<file path="config.mk">
export PLATFORM = sky130hd
export DESIGN_NAME = ex_operand_stage
export DESIGN_NICKNAME = d
export VERILOG_FILES = /design/src/rtl/ex_operand_stage.sv
export SDC_FILE = /design/constraint.sdc
export NUM_CORES = 1
export LEC_CHECK = 0
export CAP_MARGIN = 20
export CORE_UTILIZATION = 35
export CTS_CLUSTER_DIAMETER = 80
export DETAILED_ROUTE_END_ITERATION = 10
export PLACE_DENSITY = 0.67
export SLEW_MARGIN = 10
export SYNTH_ARGS = -nofsm -noshare
export SYNTH_HDL_FRONTEND = slang
export SYNTH_SLANG_ARGS = --single-unit
</file>
<file path="constraint.sdc">
create_clock -name clk -period 3.7 [get_ports clk]
set_input_delay 0.925 -clock clk [delete_from_list [all_inputs] [get_ports clk]]
set_output_delay 0.925 -clock clk [all_outputs]
set_load 0.05 [all_outputs]
</file>
<file path="src/rtl/ex_operand_stage.sv">
// ID/EX pipeline register and operand-select stage of the RV32I core.
// Captures decode outputs, bypasses WB writes into the stored operands,
// forwards EX/MEM and MEM/WB results onto the registered source operands,
// and produces the ALU operands, store data, branch target and the
// load-use stall request.
module ex_operand_stage #(
  parameter int XLEN   = 32,
  parameter int REG_AW = 5
) (
  input  logic              clk,
  input  logic              rst_n,
  input  logic              stall,
  input  logic              flush,
  input  logic              id_valid,
  input  logic [XLEN-1:0]   id_pc,
  input  logic [XLEN-1:0]   id_rs1_data,
  input  logic [XLEN-1:0]   id_rs2_data,
  input  logic [XLEN-1:0]   id_imm,
  input  logic [REG_AW-1:0] id_rs1,
  input  logic [REG_AW-1:0] id_rs2,
  input  logic [REG_AW-1:0] id_rd,
  input  logic [3:0]        id_alu_op,
  input  logic [1:0]        id_a_sel,
  input  logic              id_b_sel,
  input  logic              id_reg_write,
  input  logic              id_mem_read,
  input  logic              id_mem_write,
  input  logic              id_is_branch,
  input  logic              exm_reg_write,
  input  logic [REG_AW-1:0] exm_rd,
  input  logic [XLEN-1:0]   exm_result,
  input  logic              wb_reg_write,
  input  logic [REG_AW-1:0] wb_rd,
  input  logic [XLEN-1:0]   wb_result,
  output logic              ex_valid,
  output logic [XLEN-1:0]   ex_pc,
  output logic [REG_AW-1:0] ex_rd,
  output logic [3:0]        ex_alu_op,
  output logic              ex_reg_write,
  output logic              ex_mem_read,
  output logic              ex_mem_write,
  output logic              ex_is_branch,
  output logic [XLEN-1:0]   alu_a,
  output logic [XLEN-1:0]   alu_b,
  output logic [XLEN-1:0]   ex_store_data,
  output logic [XLEN-1:0]   ex_branch_target,
  output logic              load_use_stall
);

  // Stage state
  logic              valid_q,      valid_d;
  logic [XLEN-1:0]   pc_q,         pc_d;
  logic [REG_AW-1:0] rs1_q,        rs1_d;
  logic [REG_AW-1:0] rs2_q,        rs2_d;
  logic [REG_AW-1:0] rd_q,         rd_d;
  logic [XLEN-1:0]   rs1_data_q,   rs1_data_d;
  logic [XLEN-1:0]   rs2_data_q,   rs2_data_d;
  logic [XLEN-1:0]   imm_q,        imm_d;
  logic [3:0]        alu_op_q,     alu_op_d;
  logic [1:0]        a_sel_q,      a_sel_d;
  logic              b_sel_q,      b_sel_d;
  logic              reg_write_q,  reg_write_d;
  logic              mem_read_q,   mem_read_d;
  logic              mem_write_q,  mem_write_d;
  logic              is_branch_q,  is_branch_d;

  // WB match helpers for capture-time bypass and stall-time refresh
  logic              wb_hit_id_rs1, wb_hit_id_rs2;
  logic              wb_hit_q_rs1,  wb_hit_q_rs2;
  logic [XLEN-1:0]   fwd_rs1, fwd_rs2;

  // WB destination comparisons; x0 is never a valid bypass source
  always_comb begin
    wb_hit_id_rs1 = wb_reg_write && (wb_rd != '0) && (wb_rd == id_rs1);
    wb_hit_id_rs2 = wb_reg_write && (wb_rd != '0) && (wb_rd == id_rs2);
    wb_hit_q_rs1  = wb_reg_write && (wb_rd != '0) && (wb_rd == rs1_q);
    wb_hit_q_rs2  = wb_reg_write && (wb_rd != '0) && (wb_rd == rs2_q);
  end

  // Load-use hazard: a load in EX whose destination decode is about to read.
  // Deliberately ignores whether decode actually uses rs1/rs2.
  always_comb begin
    load_use_stall = valid_q && mem_read_q && (rd_q != '0) && id_valid &&
                     ((rd_q == id_rs1) || (rd_q == id_rs2));
  end

  // Next-state selection: flush > stall > load-use bubble > normal capture
  always_comb begin
    valid_d     = valid_q;
    pc_d        = pc_q;
    rs1_d       = rs1_q;
    rs2_d       = rs2_q;
    rd_d        = rd_q;
    rs1_data_d  = rs1_data_q;
    rs2_data_d  = rs2_data_q;
    imm_d       = imm_q;
    alu_op_d    = alu_op_q;
    a_sel_d     = a_sel_q;
    b_sel_d     = b_sel_q;
    reg_write_d = reg_write_q;
    mem_read_d  = mem_read_q;
    mem_write_d = mem_write_q;
    is_branch_d = is_branch_q;

    if (flush || (!stall && load_use_stall)) begin
      // Bubble: clear the whole slot so no stale operand can leak forward
      valid_d     = 1'b0;
      pc_d        = '0;
      rs1_d       = '0;
      rs2_d       = '0;
      rd_d        = '0;
      rs1_data_d  = '0;
      rs2_data_d  = '0;
      imm_d       = '0;
      alu_op_d    = 4'b0000;
      a_sel_d     = 2'b00;
      b_sel_d     = 1'b0;
      reg_write_d = 1'b0;
      mem_read_d  = 1'b0;
      mem_write_d = 1'b0;
      is_branch_d = 1'b0;
    end else if (stall) begin
      // Hold, but absorb values retiring from WB so they are not lost
      if (wb_hit_q_rs1) rs1_data_d = wb_result;
      if (wb_hit_q_rs2) rs2_data_d = wb_result;
    end else begin
      valid_d     = id_valid;
      pc_d        = id_pc;
      rs1_d       = id_rs1;
      rs2_d       = id_rs2;
      rd_d        = id_rd;
      rs1_data_d  = wb_hit_id_rs1 ? wb_result : id_rs1_data;
      rs2_data_d  = wb_hit_id_rs2 ? wb_result : id_rs2_data;
      imm_d       = id_imm;
      alu_op_d    = id_alu_op;
      a_sel_d     = id_a_sel;
      b_sel_d     = id_b_sel;
      reg_write_d = id_reg_write && id_valid;
      mem_read_d  = id_mem_read  && id_valid;
      mem_write_d = id_mem_write && id_valid;
      is_branch_d = id_is_branch && id_valid;
    end
  end

  // Stage register with asynchronous clear
  always_ff @(posedge clk or negedge rst_n) begin
    if (!rst_n) begin
      valid_q     <= 1'b0;
      pc_q        <= '0;
      rs1_q       <= '0;
      rs2_q       <= '0;
      rd_q        <= '0;
      rs1_data_q  <= '0;
      rs2_data_q  <= '0;
      imm_q       <= '0;
      alu_op_q    <= 4'b0000;
      a_sel_q     <= 2'b00;
      b_sel_q     <= 1'b0;
      reg_write_q <= 1'b0;
      mem_read_q  <= 1'b0;
      mem_write_q <= 1'b0;
      is_branch_q <= 1'b0;
    end else begin
      valid_q     <= valid_d;
      pc_q        <= pc_d;
      rs1_q       <= rs1_d;
      rs2_q       <= rs2_d;
      rd_q        <= rd_d;
      rs1_data_q  <= rs1_data_d;
      rs2_data_q  <= rs2_data_d;
      imm_q       <= imm_d;
      alu_op_q    <= alu_op_d;
      a_sel_q     <= a_sel_d;
      b_sel_q     <= b_sel_d;
      reg_write_q <= reg_write_d;
      mem_read_q  <= mem_read_d;
      mem_write_q <= mem_write_d;
      is_branch_q <= is_branch_d;
    end
  end

  // Operand forwarding: EX/MEM beats WB beats stored data; x0 never forwards
  always_comb begin
    fwd_rs1 = rs1_data_q;
    if (exm_reg_write && (exm_rd != '0) && (exm_rd == rs1_q)) begin
      fwd_rs1 = exm_result;
    end else if (wb_hit_q_rs1) begin
      fwd_rs1 = wb_result;
    end
    fwd_rs2 = rs2_data_q;
    if (exm_reg_write && (exm_rd != '0) && (exm_rd == rs2_q)) begin
      fwd_rs2 = exm_result;
    end else if (wb_hit_q_rs2) begin
      fwd_rs2 = wb_result;
    end
  end

  // Operand selection, store data and branch target
  always_comb begin
    unique case (a_sel_q)
      2'b00:   alu_a = fwd_rs1;
      2'b01:   alu_a = pc_q;
      default: alu_a = '0;
    endcase
    alu_b            = b_sel_q ? imm_q : fwd_rs2;
    ex_store_data    = fwd_rs2;
    ex_branch_target = pc_q + imm_q;
  end

  // Registered outputs; control is re-gated by valid so a bubble never acts
  always_comb begin
    ex_valid     = valid_q;
    ex_pc        = pc_q;
    ex_rd        = rd_q;
    ex_alu_op    = alu_op_q;
    ex_reg_write = reg_write_q && valid_q;
    ex_mem_read  = mem_read_q  && valid_q;
    ex_mem_write = mem_write_q && valid_q;
    ex_is_branch = is_branch_q && valid_q;
  end

endmodule

</file>
Word-level counts from Yosys, hierarchy flattened:

Index checks and enable logic that the tools add are counted.

* equality and inequality tests: 10
* add/subtract/negate cells: 1
* muxes and demuxes: 38
* reductions and logical operators: 27

Operators by type and width (number)
* two-way mux 32 bit: 15
* case mux 32 bit (2 select lines): 1
* == test 5 bit: 8
* adder 32 bit: 1
* two-way mux 5 bit: 6
* logical AND 1 bit: 20
* nonzero test 5 bit: 3
* two-way mux 1 bit: 12
* two-way mux 4 bit: 2
* two-way mux 2 bit: 2
* == test 2 x 1 -> 1 bit, second input constant: 1
* zero test 2 bit: 1
* logical OR 1 bit: 2
* inequality test 2 x 1 -> 1 bit, second input constant: 1
* zero test 1 bit: 1

* word-level logic and storage cells: 91
* output and inout port bits: 175
* bits in registers: 155

Depth between registers and ports, before layout:

Gate-level depths: netlist (run 1).

* word-level depth: 7
* depth in mapped cells: 9

Worst setup path before layout (run 1):

No wires, ideal clock.

* kind: input port to output port
* from: input wb_rd[1]
* to: output alu_b[31]
* data arrival time: 3576 ps
* path slack: -801 ps
* cell stages on the path: 8
* required time: 2775 ps
* cells stage by stage: buf_2 -> or4_4 -> o21ai_4 -> nor4_4 -> buf_6 -> mux2i_1 -> mux2i_1 -> mux2_1

* cells in the longest elaborated chain, start to end: 6
* elaborated cells between the ends (all ways): 7
* classes of those cells: eq/ne: 1; mux: 3; reduce/logical: 3

RTL lines
* start: declaration: line 33 `input logic [REG_AW-1:0] wb_rd,`
* nonzero test 5 bit: line 77 `wb_hit_q_rs2 = wb_reg_write && (wb_rd != '0) && (wb_rd == rs2_q);`
* logical AND 1 bit: line 77
* logical AND 1 bit *: line 77
* two-way mux 32 bit *
* two-way mux 32 bit *: line 191 `if (exm_reg_write && (exm_rd != '0) && (exm_rd == rs2_q)) begin`
* via ex_store_data[31]: line 45 `output logic [XLEN-1:0] ex_store_data,`
* two-way mux 32 bit *: line 205 `alu_b = b_sel_q ? imm_q : fwd_rs2;`
* end: declaration: line 44 `output logic [XLEN-1:0] alu_b,`

The timed path passes the listed nets; every way through them passes the cells marked *.

Final worst setup path (run 1):

* from: input wb_rd[3]
* to: output alu_a[10]

* cells in the longest elaborated chain, start to end: 6
* elaborated cells between the ends (all ways): 7
* classes of those cells: eq/ne: 1; mux: 3; reduce/logical: 3

RTL lines
* nonzero test 5 bit: line 76 `wb_hit_q_rs1 = wb_reg_write && (wb_rd != '0) && (wb_rd == rs1_q);`
* logical AND 1 bit: line 76
* logical AND 1 bit *: line 76
* two-way mux 32 bit *
* two-way mux 32 bit *: line 185 `if (exm_reg_write && (exm_rd != '0) && (exm_rd == rs1_q)) begin`
* case mux 32 bit (2 select lines) *: line 200 `unique case (a_sel_q)`
* end: declaration: line 43 `output logic [XLEN-1:0] alu_a,`

Every way passes the cells marked *; elsewhere a longest branch is shown, timed or not.

==> impl_summary.log, run 1 <==
[metrics] run status: finished, violations left
[metrics] failing checks: setup timing
[metrics] clock tree buffer depth: 2
[metrics] area fraction of the dominant cell type after synthesis: 37.0%
[metrics] per-cell routed wire length: 24.7 um
[metrics] latest clock arrival within the worst-skew pair: 0.45 ns
[metrics] initial antenna violation count: 17
[metrics] number of endpoints failing setup at the final stage: 114
[metrics] Synth Register Bits: 155
[metrics] CP delay by family, top: buffers and inverters
[metrics] Worst Max-Slew Pin Slew: 0.849 ns
[metrics] total congestion overflow after global routing: 0
[metrics] peak supply drop: 0.000321 V
[metrics] Rows: 63
[metrics] final critical path time including I/O delays and setup: 4.11 ns
[metrics] final critical-path setup slack: -0.407 ns
[metrics] main area contributors after synthesis: sky130_fd_sc_hd__dfrtp_1 37%, sky130_fd_sc_hd__a211oi_1 7.3%, sky130_fd_sc_hd__mux2i_1 6.2%
[metrics] Synth Area per Inst: 8.99 um2
[metrics] crit-path max cell delay: 0.54 ns
[metrics] Via-to-Cell Ratio: 5.78
[metrics] share of synthesized flip-flops with an asynchronous set or reset: 100%
[metrics] die outline width: 175 um
[metrics] Design Area, Final: 21300 um2
[metrics] Crit Reg-Reg Startpoint: rs2_q[0]$_DFFE_PN0P_
[metrics] die height: 175 um
[metrics] cell total after placement: 2031
[metrics] Cells after Synth: 1166
[metrics] gpl congestion: 0.926
[metrics] Post-Synthesis Net Count: 1433
[metrics] # DRC: 0
[metrics] number of filler cells placed in the layout: 2054
[metrics] area of the mapped netlist: 10500 um2
[metrics] Warnings, synthesis: 0
[metrics] area of combinational cells with multiple inputs: 8600 um2
[metrics] Primary FF master, synth: sky130_fd_sc_hd__dfrtp_1
[metrics] CTS tree: done
[metrics] Static Leak: 8.67 nW
[metrics] RSZ-0062 raised after global routing: yes
[metrics] Post-DRT Antenna Nets: 0
[metrics] Critical Path Fanout Max: 6
[metrics] number of max-capacitance violations reported: 0
[metrics] layout overhead on the synthesized area: 103%
[metrics] clock sink total: 155
[metrics] CP Data Required Time: 2.77 ns
[metrics] area of the die: 30700 um2
[metrics] RR Endpoint: rs2_data_q[8]$_DFF_PN0_
[metrics] Fin Setup TNS: -24.24 ns
[metrics] data arrival time of the worst path: 3.18 ns
[metrics] quantity of I/O buffers inserted on ports: 409
[metrics] final hold viol count: 0
[metrics] GRT Total Usage: 34.0%
[metrics] Crit path buffers/inverters: 5
[metrics] final critical-path share of the clock period: 111%
[metrics] H-tree lvl count: 4
[metrics] pins over their slew limit: 0
[metrics] FF/Latch Area: 3900 um2
[metrics] share of post-route cells with drive strength above 1: 42.1%
[metrics] standard cell core area: 29600 um2
[metrics] number of enable flip-flop cells after synthesis: 0
[metrics] DRT Pass-1 Iters: 7
[metrics] element type at the critical path end: output port
[metrics] Initial Utilization: 35.5%
[metrics] Cell Count, Final, Fillers Out: 2146
[metrics] worst slew margin relative to its limit: 43.4%
[metrics] R2R cell count: 20
[metrics] Top-Level Pins: 410
[metrics] total detailed-routing wirelength: 53000 um
[metrics] clock transition at the registers of the reported paths: 0.08 ns
[metrics] sequential share of the synthesized area: 37.0%
[metrics] Critical Path Start: wb_rd[3]
[metrics] TritonCTS Buffers: 17
[metrics] final net count: 1997
[metrics] Worst path slowest cell: sky130_fd_sc_hd__or4_4
[metrics] detailed placer's ending HPWL: 36100 um
[metrics] instance area after placement: 17800 um2
[metrics] pin count of the biggest net entering global routing: 65
[metrics] clock skew: 0.0194 ns
[metrics] register-to-register setup slack: 0.41 ns
[metrics] Crit Path Category: input pin to output port
[metrics] global-route wire length before repair: 78400 um
[metrics] total power density per cell area: 328 nW/um2
[metrics] via count of the routed design: 12398
[metrics] kind of start point of the critical path: input pin
[metrics] post-synth cell types: 57
[metrics] cell breakdown of the critical path: buf_6 > or4_4 > o21ai_4 > nor4_4 > buf_6 > buf_12 > bufbuf_16 > mux2i_2 > a211oi_4 > a21oi_2 > nor2_4 > buf_12
[metrics] Max Freq: 0.243 GHz
[metrics] buffer type at the clock tree root: sky130_fd_sc_hd__clkbuf_16
[metrics] via count of the first global-routing pass: 12618
[metrics] violation count after the first detailed-route iteration: 966
[metrics] Yosys top cell by area: sky130_fd_sc_hd__dfrtp_1
[metrics] worst hold path class: input pin to async pin
## metal layers
layer  vias up  track usage [%]  share of wire (%)
li1       5441                -                  -
met5         -                0              0.051
met1      6189             43.5                 40
met4         4             13.5                3.4
met3       118             7.01                7.2
met2       646             55.9                 49
## metrics by stage
stage	worst slack (ns)	util (%)	total power [mW]	hold WS, ns
after floorplan	-0.225	-	3.28	0.458
after global placement	-0.800	60.3	4.62	0.468
after detailed placement	-0.839	60.3	4.64	0.480
after CTS	-0.420	71.2	6.91	0.468
after global routing	-0.433	71.9	7.17	0.478
final	-0.407	71.9	6.97	0.458
## cell families (layout without fill, tap and decap cells)
group	count (synthesis)	count (layout)	share of synthesized area [%]
compound gates	385	385	25.4
simple gates	320	320	14.2
flops	155	155	37.0
buf+inv	108	685	4.19
mux	97	97	9.64
xor+xnor	69	69	5.76
fa+ha+maj	32	32	3.89
other cells	0	13	0
## layout by cell type (no fill, tap or decap), types with 8 or more instances in the layout
cell type / synthesis / layout
sky130_fd_sc_hd__buf_6: 1 / 77
sky130_fd_sc_hd__buf_12: 0 / 117
sky130_fd_sc_hd__dfrtp_1: 155 / 145
sky130_fd_sc_hd__nor2_1: 114 / 70
sky130_fd_sc_hd__mux2_4: 0 / 32
sky130_fd_sc_hd__xnor2_1: 36 / 24
sky130_fd_sc_hd__nor2b_1: 37 / 37
sky130_fd_sc_hd__diode_2: 0 / 13
sky130_fd_sc_hd__mux2i_4: 0 / 44
sky130_fd_sc_hd__a21oi_1: 77 / 38
sky130_fd_sc_hd__a211oi_2: 0 / 22
sky130_fd_sc_hd__buf_4: 3 / 149
sky130_fd_sc_hd__xor2_2: 0 / 8
sky130_fd_sc_hd__a211oi_4: 0 / 10
sky130_fd_sc_hd__o22ai_1: 31 / 31
sky130_fd_sc_hd__nand3_1: 10 / 9
sky130_fd_sc_hd__dfrtp_2: 0 / 8
sky130_fd_sc_hd__clkbuf_16: 0 / 18
sky130_fd_sc_hd__a22o_1: 69 / 69
sky130_fd_sc_hd__buf_16: 0 / 8
sky130_fd_sc_hd__xnor2_2: 0 / 10
sky130_fd_sc_hd__buf_8: 0 / 13
sky130_fd_sc_hd__clkdlybuf4s50_1: 0 / 270
sky130_fd_sc_hd__mux2i_2: 0 / 15
sky130_fd_sc_hd__xor2_1: 33 / 24
sky130_fd_sc_hd__nand2_1: 87 / 85
sky130_fd_sc_hd__a21oi_2: 0 / 34
sky130_fd_sc_hd__nor2_4: 0 / 38
sky130_fd_sc_hd__ha_1: 31 / 10
sky130_fd_sc_hd__o21ai_4: 1 / 34
sky130_fd_sc_hd__a211oi_1: 102 / 70
sky130_fd_sc_hd__a21o_1: 20 / 18
sky130_fd_sc_hd__nor3_1: 39 / 37
sky130_fd_sc_hd__ha_4: 0 / 16
## Yosys cell counts (33+ instances only)
library cell and n:
sky130_fd_sc_hd__a21oi_1 77, sky130_fd_sc_hd__clkbuf_1 78, sky130_fd_sc_hd__nor2b_1 37, sky130_fd_sc_hd__xor2_1 33
sky130_fd_sc_hd__mux2i_1 65, sky130_fd_sc_hd__a22o_1 69, sky130_fd_sc_hd__xnor2_1 36, sky130_fd_sc_hd__a211oi_1 102
sky130_fd_sc_hd__nor3_1 39, sky130_fd_sc_hd__dfrtp_1 155, sky130_fd_sc_hd__nor2_1 114, sky130_fd_sc_hd__o21ai_1 41
sky130_fd_sc_hd__nand2_1 87
## worst max-delay path by stage
| stage | depth (start not counted) | end | slack [ns] |
|---|---|---|---|
| final | 12 | alu_a[10] | -0.41 |
| after global routing | 12 | alu_a[10] | -0.43 |
| after CTS | 13 | alu_b[27] | -0.42 |
| after detailed placement | 10 | alu_b[23] | -0.84 |
| after global placement | 10 | alu_a[10] | -0.80 |
| after floorplan | 8 | alu_b[31] | -0.22 |
## power breakdown
| group | leakage (nW) | total, mW | switching (mW) | internal (mW) |
|---|---|---|---|---|
| Combinational | 6.35 | 3.05 | 1.59 | 1.46 |
| Clock | 0.302 | 1.96 | 0.865 | 1.10 |
| Sequential | 2.02 | 1.96 | 0.157 | 1.80 |
| Total | 8.67 | 6.97 | 2.62 | 4.35 |
## registers in the layout, summed over array words and instances (netlist names)
name	flops
mem_read_q	1
rs1_q	5
ex_valid	1
ex_rd	5
rs2_q	5
rs1_data_q	32
a_sel_q	2
imm_q	32
reg_write_q	1
b_sel_q	1
ex_pc	32
ex_alu_op	4
mem_write_q	1
is_branch_q	1
rs2_data_q	32
## repair_timing
item / 4_1_cts / 5_1_grt
resized for setup: 409 / 40
setup endpoints to repair: 116 / 151
hold buffers: 0 / 0
cloned: 12 / 2
pin swaps: 105 / 25
buffers inserted: 70 / 4
hold endpoints to repair: 0 / 0
## area by class of cell
cell class / instances / share of cell area, %
sequential: 155 / 18.3
clock inverter: 14 / 0.924
multi-input combinational: 903 / 40.5
tap: 390 / 2.29
inverter: 9 / 0.159
clock buffer: 18 / 2.02
timing repair buffer: 644 / 35.7
antenna: 13 / 0.153
No activity file was read; power rests on OpenSTA's default activity.
==> run 2, diff against run 1 <==
--- a/config.mk
+++ b/config.mk
@@ -10,6 +10,7 @@
 export CTS_CLUSTER_DIAMETER = 80
 export DETAILED_ROUTE_END_ITERATION = 10
 export PLACE_DENSITY = 0.67
+export SKIP_LAST_GASP = 1
 export SLEW_MARGIN = 10
 export SYNTH_ARGS = -nofsm -noshare
 export SYNTH_HDL_FRONTEND = slang
==> run 2 against run 1 <==
Compared with the run above: the flow still finishes with violations (setup timing); sequential share of layout area is 0.088 points higher; via count is 0.34% higher; fmax is 0.14% lower; critical path depth stayed put; worst hold slack worse by 0.00066 ns; count of clock-buffer cells in the layout stayed put; setup slack worse by 0.0059 ns; power is 0.39% lower; global-route usage hardly changed; die area stayed put; sequential power hardly changed; clock skew is 0.00072 ns lower; critical endpoint is now alu_a[5].
==> impl_summary.log, run 2 (synthesis gave the netlist of run 1 again) <==
[metrics] data arrival time of the worst path: 3.19 ns (about the same)
[metrics] RR Endpoint: rs2_data_q[8]$_DFF_PN0_
[metrics] final critical path time including I/O delays and setup: 4.11 ns (+0.00594 ns)
[metrics] Top-Level Pins: 410 (unchanged)
[metrics] met2 global-route usage: 55.9% (-0.066 points)
[metrics] final net count: 1998 (+0.050%)
[metrics] die outline width: 175 um (unchanged)
[metrics] Post-DRT Antenna Nets: 0 (unchanged)
[metrics] standard cell core area: 29600 um2 (unchanged)
[metrics] total detailed-routing wirelength: 53300 um (+0.57%)
[metrics] Static Leak: 8.65 nW (-0.29%)
[metrics] CTS tree: done
[metrics] final hold viol count: 0 (unchanged)
[metrics] global-route wire length before repair: 78300 um (-0.11%)
[metrics] run status: finished, violations left
[metrics] clock sink total: 155 (unchanged)
[metrics] clock transition at the registers of the reported paths: 0.08 ns (about the same)
[metrics] worst hold path class: input pin to async pin
[metrics] clock skew: 0.0187 ns (-0.000721 ns)
[metrics] latest clock arrival within the worst-skew pair: 0.45 ns (about the same)
[metrics] endpoint of the worst setup timing path: alu_a[5]
[metrics] worst slew margin relative to its limit: 45.4% (+2.0 points)
[metrics] share of total power in combinational logic: 43.8% (about the same)
[metrics] Critical Path Fanout Max: 6 (unchanged)
[metrics] cell total after placement: 2031 (unchanged)
[metrics] total congestion overflow after global routing: 0 (unchanged)
[metrics] die height: 175 um (unchanged)
[metrics] RSZ-0062 raised after global routing: yes
[metrics] clock tree buffer depth: 2 (unchanged)
[metrics] number of max-capacitance violations reported: 0 (unchanged)
[metrics] switching share of power: 37.5% (-0.066 points)
[metrics] # hold bufs at CTS: 0 (unchanged)
[metrics] internal power consumption: 4.34 mW (-0.28%)
[metrics] final critical-path setup slack: -0.413 ns (-0.00594 ns)
[metrics] Rows: 63 (unchanged)
[metrics] H-tree lvl count: 4 (unchanged)
[metrics] area of the die: 30700 um2 (unchanged)
[metrics] Critical Path Start: wb_rd[3]
[metrics] quantity of I/O buffers inserted on ports: 409 (unchanged)
[metrics] DRT Pass-1 Iters: 7 (unchanged)
[metrics] buffer type at the clock tree root: sky130_fd_sc_hd__clkbuf_16
[metrics] final critical-path share of the clock period: 111% (+0.16 points)
[metrics] register share of total power: 28.2% (about the same)
[metrics] share of post-route cells with drive strength above 1: 42.0% (-0.081 points)
[metrics] layout overhead on the synthesized area: 102%
[metrics] GRT Total Usage: 33.9% (-0.044 points)
[metrics] Cell Count, Final, Fillers Out: 2146 (unchanged)
[metrics] violation count after the first detailed-route iteration: 1226 (+27%)
[metrics] pin count of the biggest net entering global routing: 65 (unchanged)
[metrics] failing checks: setup timing
[metrics] via count of the first global-routing pass: 12588 (-0.24%)
[metrics] number of endpoints failing setup at the final stage: 144 (+26%)
[metrics] layer with the highest usage: met2
[metrics] clock network power share: 28.1% (about the same)
[metrics] Worst Max-Slew Pin Slew: 0.819 ns (-0.0298 ns)
[metrics] Crit Reg-Reg Startpoint: rs2_q[0]$_DFFE_PN0P_
[metrics] CP Data Required Time: 2.77 ns (about the same)
[metrics] Max Freq: 0.243 GHz (-0.14%)
[metrics] per-cell routed wire length: 24.8 um (+0.57%)
[metrics] TritonCTS Buffers: 17 (unchanged)
[metrics] kind of start point of the critical path: input pin
[metrics] Fin Setup TNS: -34.78 ns (-10.54 ns)
[metrics] element type at the critical path end: output port
[metrics] Initial Utilization: 35.5% (unchanged)
[metrics] peak supply drop: 0.000321 V (+0.12%)
[metrics] number of filler cells placed in the layout: 2062 (+0.39%)
[metrics] gpl congestion: 0.926 (unchanged)
[metrics] via count of the routed design: 12440 (+0.34%)
[metrics] grt met3 use: 7.05% (+0.044 points)
[metrics] met1 usage: 43.3% (-0.21 points)
[metrics] # DRC: 0 (unchanged)
[metrics] detailed placer's ending HPWL: 36100 um (unchanged)
[metrics] R2R cell count: 24 (+20%)
[metrics] pins over their slew limit: 0 (unchanged)
[metrics] initial antenna violation count: 17 (unchanged)
[metrics] register-to-register setup slack: -0.10 ns (-0.51 ns)
[metrics] Crit Path Category: input pin to output port
[metrics] most frequent standard cell in the layout excluding fill and tap cells: sky130_fd_sc_hd__clkdlybuf4s50_1
[metrics] Net Sw Power: 2.60 mW (-0.56%)
[metrics] most frequent cells in the layout: 270 x sky130_fd_sc_hd__clkdlybuf4s50_1, 159 x sky130_fd_sc_hd__buf_4, 145 x sky130_fd_sc_hd__dfrtp_1, 116 x sky130_fd_sc_hd__buf_12, 85 x sky130_fd_sc_hd__nand2_1
[metrics] total power density per cell area: 328 nW/um2 (about the same)
[metrics] Via-to-Cell Ratio: 5.80 (+0.34%)
[run 2: cell count changes in the layout (fill, tap and decap cells not counted), moves of 2 or more]
cell / before / now
sky130_fd_sc_hd__mux2i_2: 15 / 17
sky130_fd_sc_hd__buf_8: 13 / 5
sky130_fd_sc_hd__a211oi_1: 70 / 72
sky130_fd_sc_hd__a211oi_2: 22 / 20
sky130_fd_sc_hd__buf_4: 149 / 159
[run 2: power groups by stage]
stage	sequential, mW	combinational, mW	clock [mW]
global placement	1.94	2.67	0
global route	1.96	3.14	2.05
finish	1.96	3.04	1.95
detailed placement	1.95	2.70	0
CTS	1.95	2.99	1.96
floorplan	1.98	1.30	0
[run 2: layout make-up]
cell class / count / area, um2 / share of cell area [%]
diodes: 12 / 30.0 / 0.142
clock buffers: 18 / 429 / 2.03
clock inverters: 14 / 196 / 0.928
inverters: 9 / 33.8 / 0.160
multi-input cells: 903 / 8570 / 40.5
flip-flops and latches: 155 / 3900 / 18.4
well taps: 390 / 488 / 2.31
repair buffers: 645 / 7520 / 35.5
[run 2: per-stage QoR]
step / hold slack, ns / utilization, % / total power, mW / worst slack, ns / instance area, um2
after floorplan: 0.458 / - / 3.28 / -0.225 / 11400
after global placement: 0.468 / 60.3 / 4.62 / -0.800 / 17800
after detailed placement: 0.480 / 60.3 / 4.64 / -0.839 / 17800
after CTS: 0.468 / 71.0 / 6.90 / -0.420 / 21000
after global routing: 0.478 / 71.6 / 7.15 / -0.440 / 21200
final: 0.457 / 71.6 / 6.94 / -0.413 / 21200
[run 2: worst min-delay path by stage]
| stage | start | to | cells after the start |
|---|---|---|---|
| 3_5_place_dp | reg_write_q$_DFFE_PN0P_ | reg_write_q$_DFFE_PN0P_ | 1 |
| 2_1_floorplan | mem_read_q$_DFFE_PN0P_ | mem_read_q$_DFFE_PN0P_ | 1 |
| 4_1_cts | rst_n | rs2_data_q[23]$_DFF_PN0_ | 1 |
| 3_3_place_gp | reg_write_q$_DFFE_PN0P_ | reg_write_q$_DFFE_PN0P_ | 1 |
| 5_1_grt | rst_n | rs2_data_q[24]$_DFF_PN0_ | 1 |
| 6_report | rst_n | rs2_data_q[23]$_DFF_PN0_ | 1 |
[run 2: timing repair]
item,in CTS,in global routing
pin swaps,104,39
gates cloned,12,2
resized for setup,395,31
endpoints found under the setup margin,116,151
setup buffers,70,1
[run 2: worst max-delay path, cell delays in order]
cell and delay, ns:
sky130_fd_sc_hd__buf_6 0.09, sky130_fd_sc_hd__or4_4 0.54, sky130_fd_sc_hd__o21ai_4 0.18, sky130_fd_sc_hd__nor4_4 0.07, sky130_fd_sc_hd__buf_6 0.14, sky130_fd_sc_hd__buf_12 0.12
sky130_fd_sc_hd__bufbuf_16 0.27, sky130_fd_sc_hd__mux2i_2 0.17, sky130_fd_sc_hd__a211oi_2 0.30, sky130_fd_sc_hd__a21oi_2 0.08, sky130_fd_sc_hd__nor2_4 0.15, sky130_fd_sc_hd__buf_12 0.15
[run 2: routing by layer]
metal  part of all wire, %  vias up  wire length, um
li1                      -     5450                -
met1                    40     6174            21200
met2                    49      683            25900
met3                   7.8      127             4170
met4                   3.8        6             2000
met5                 0.079        -               42
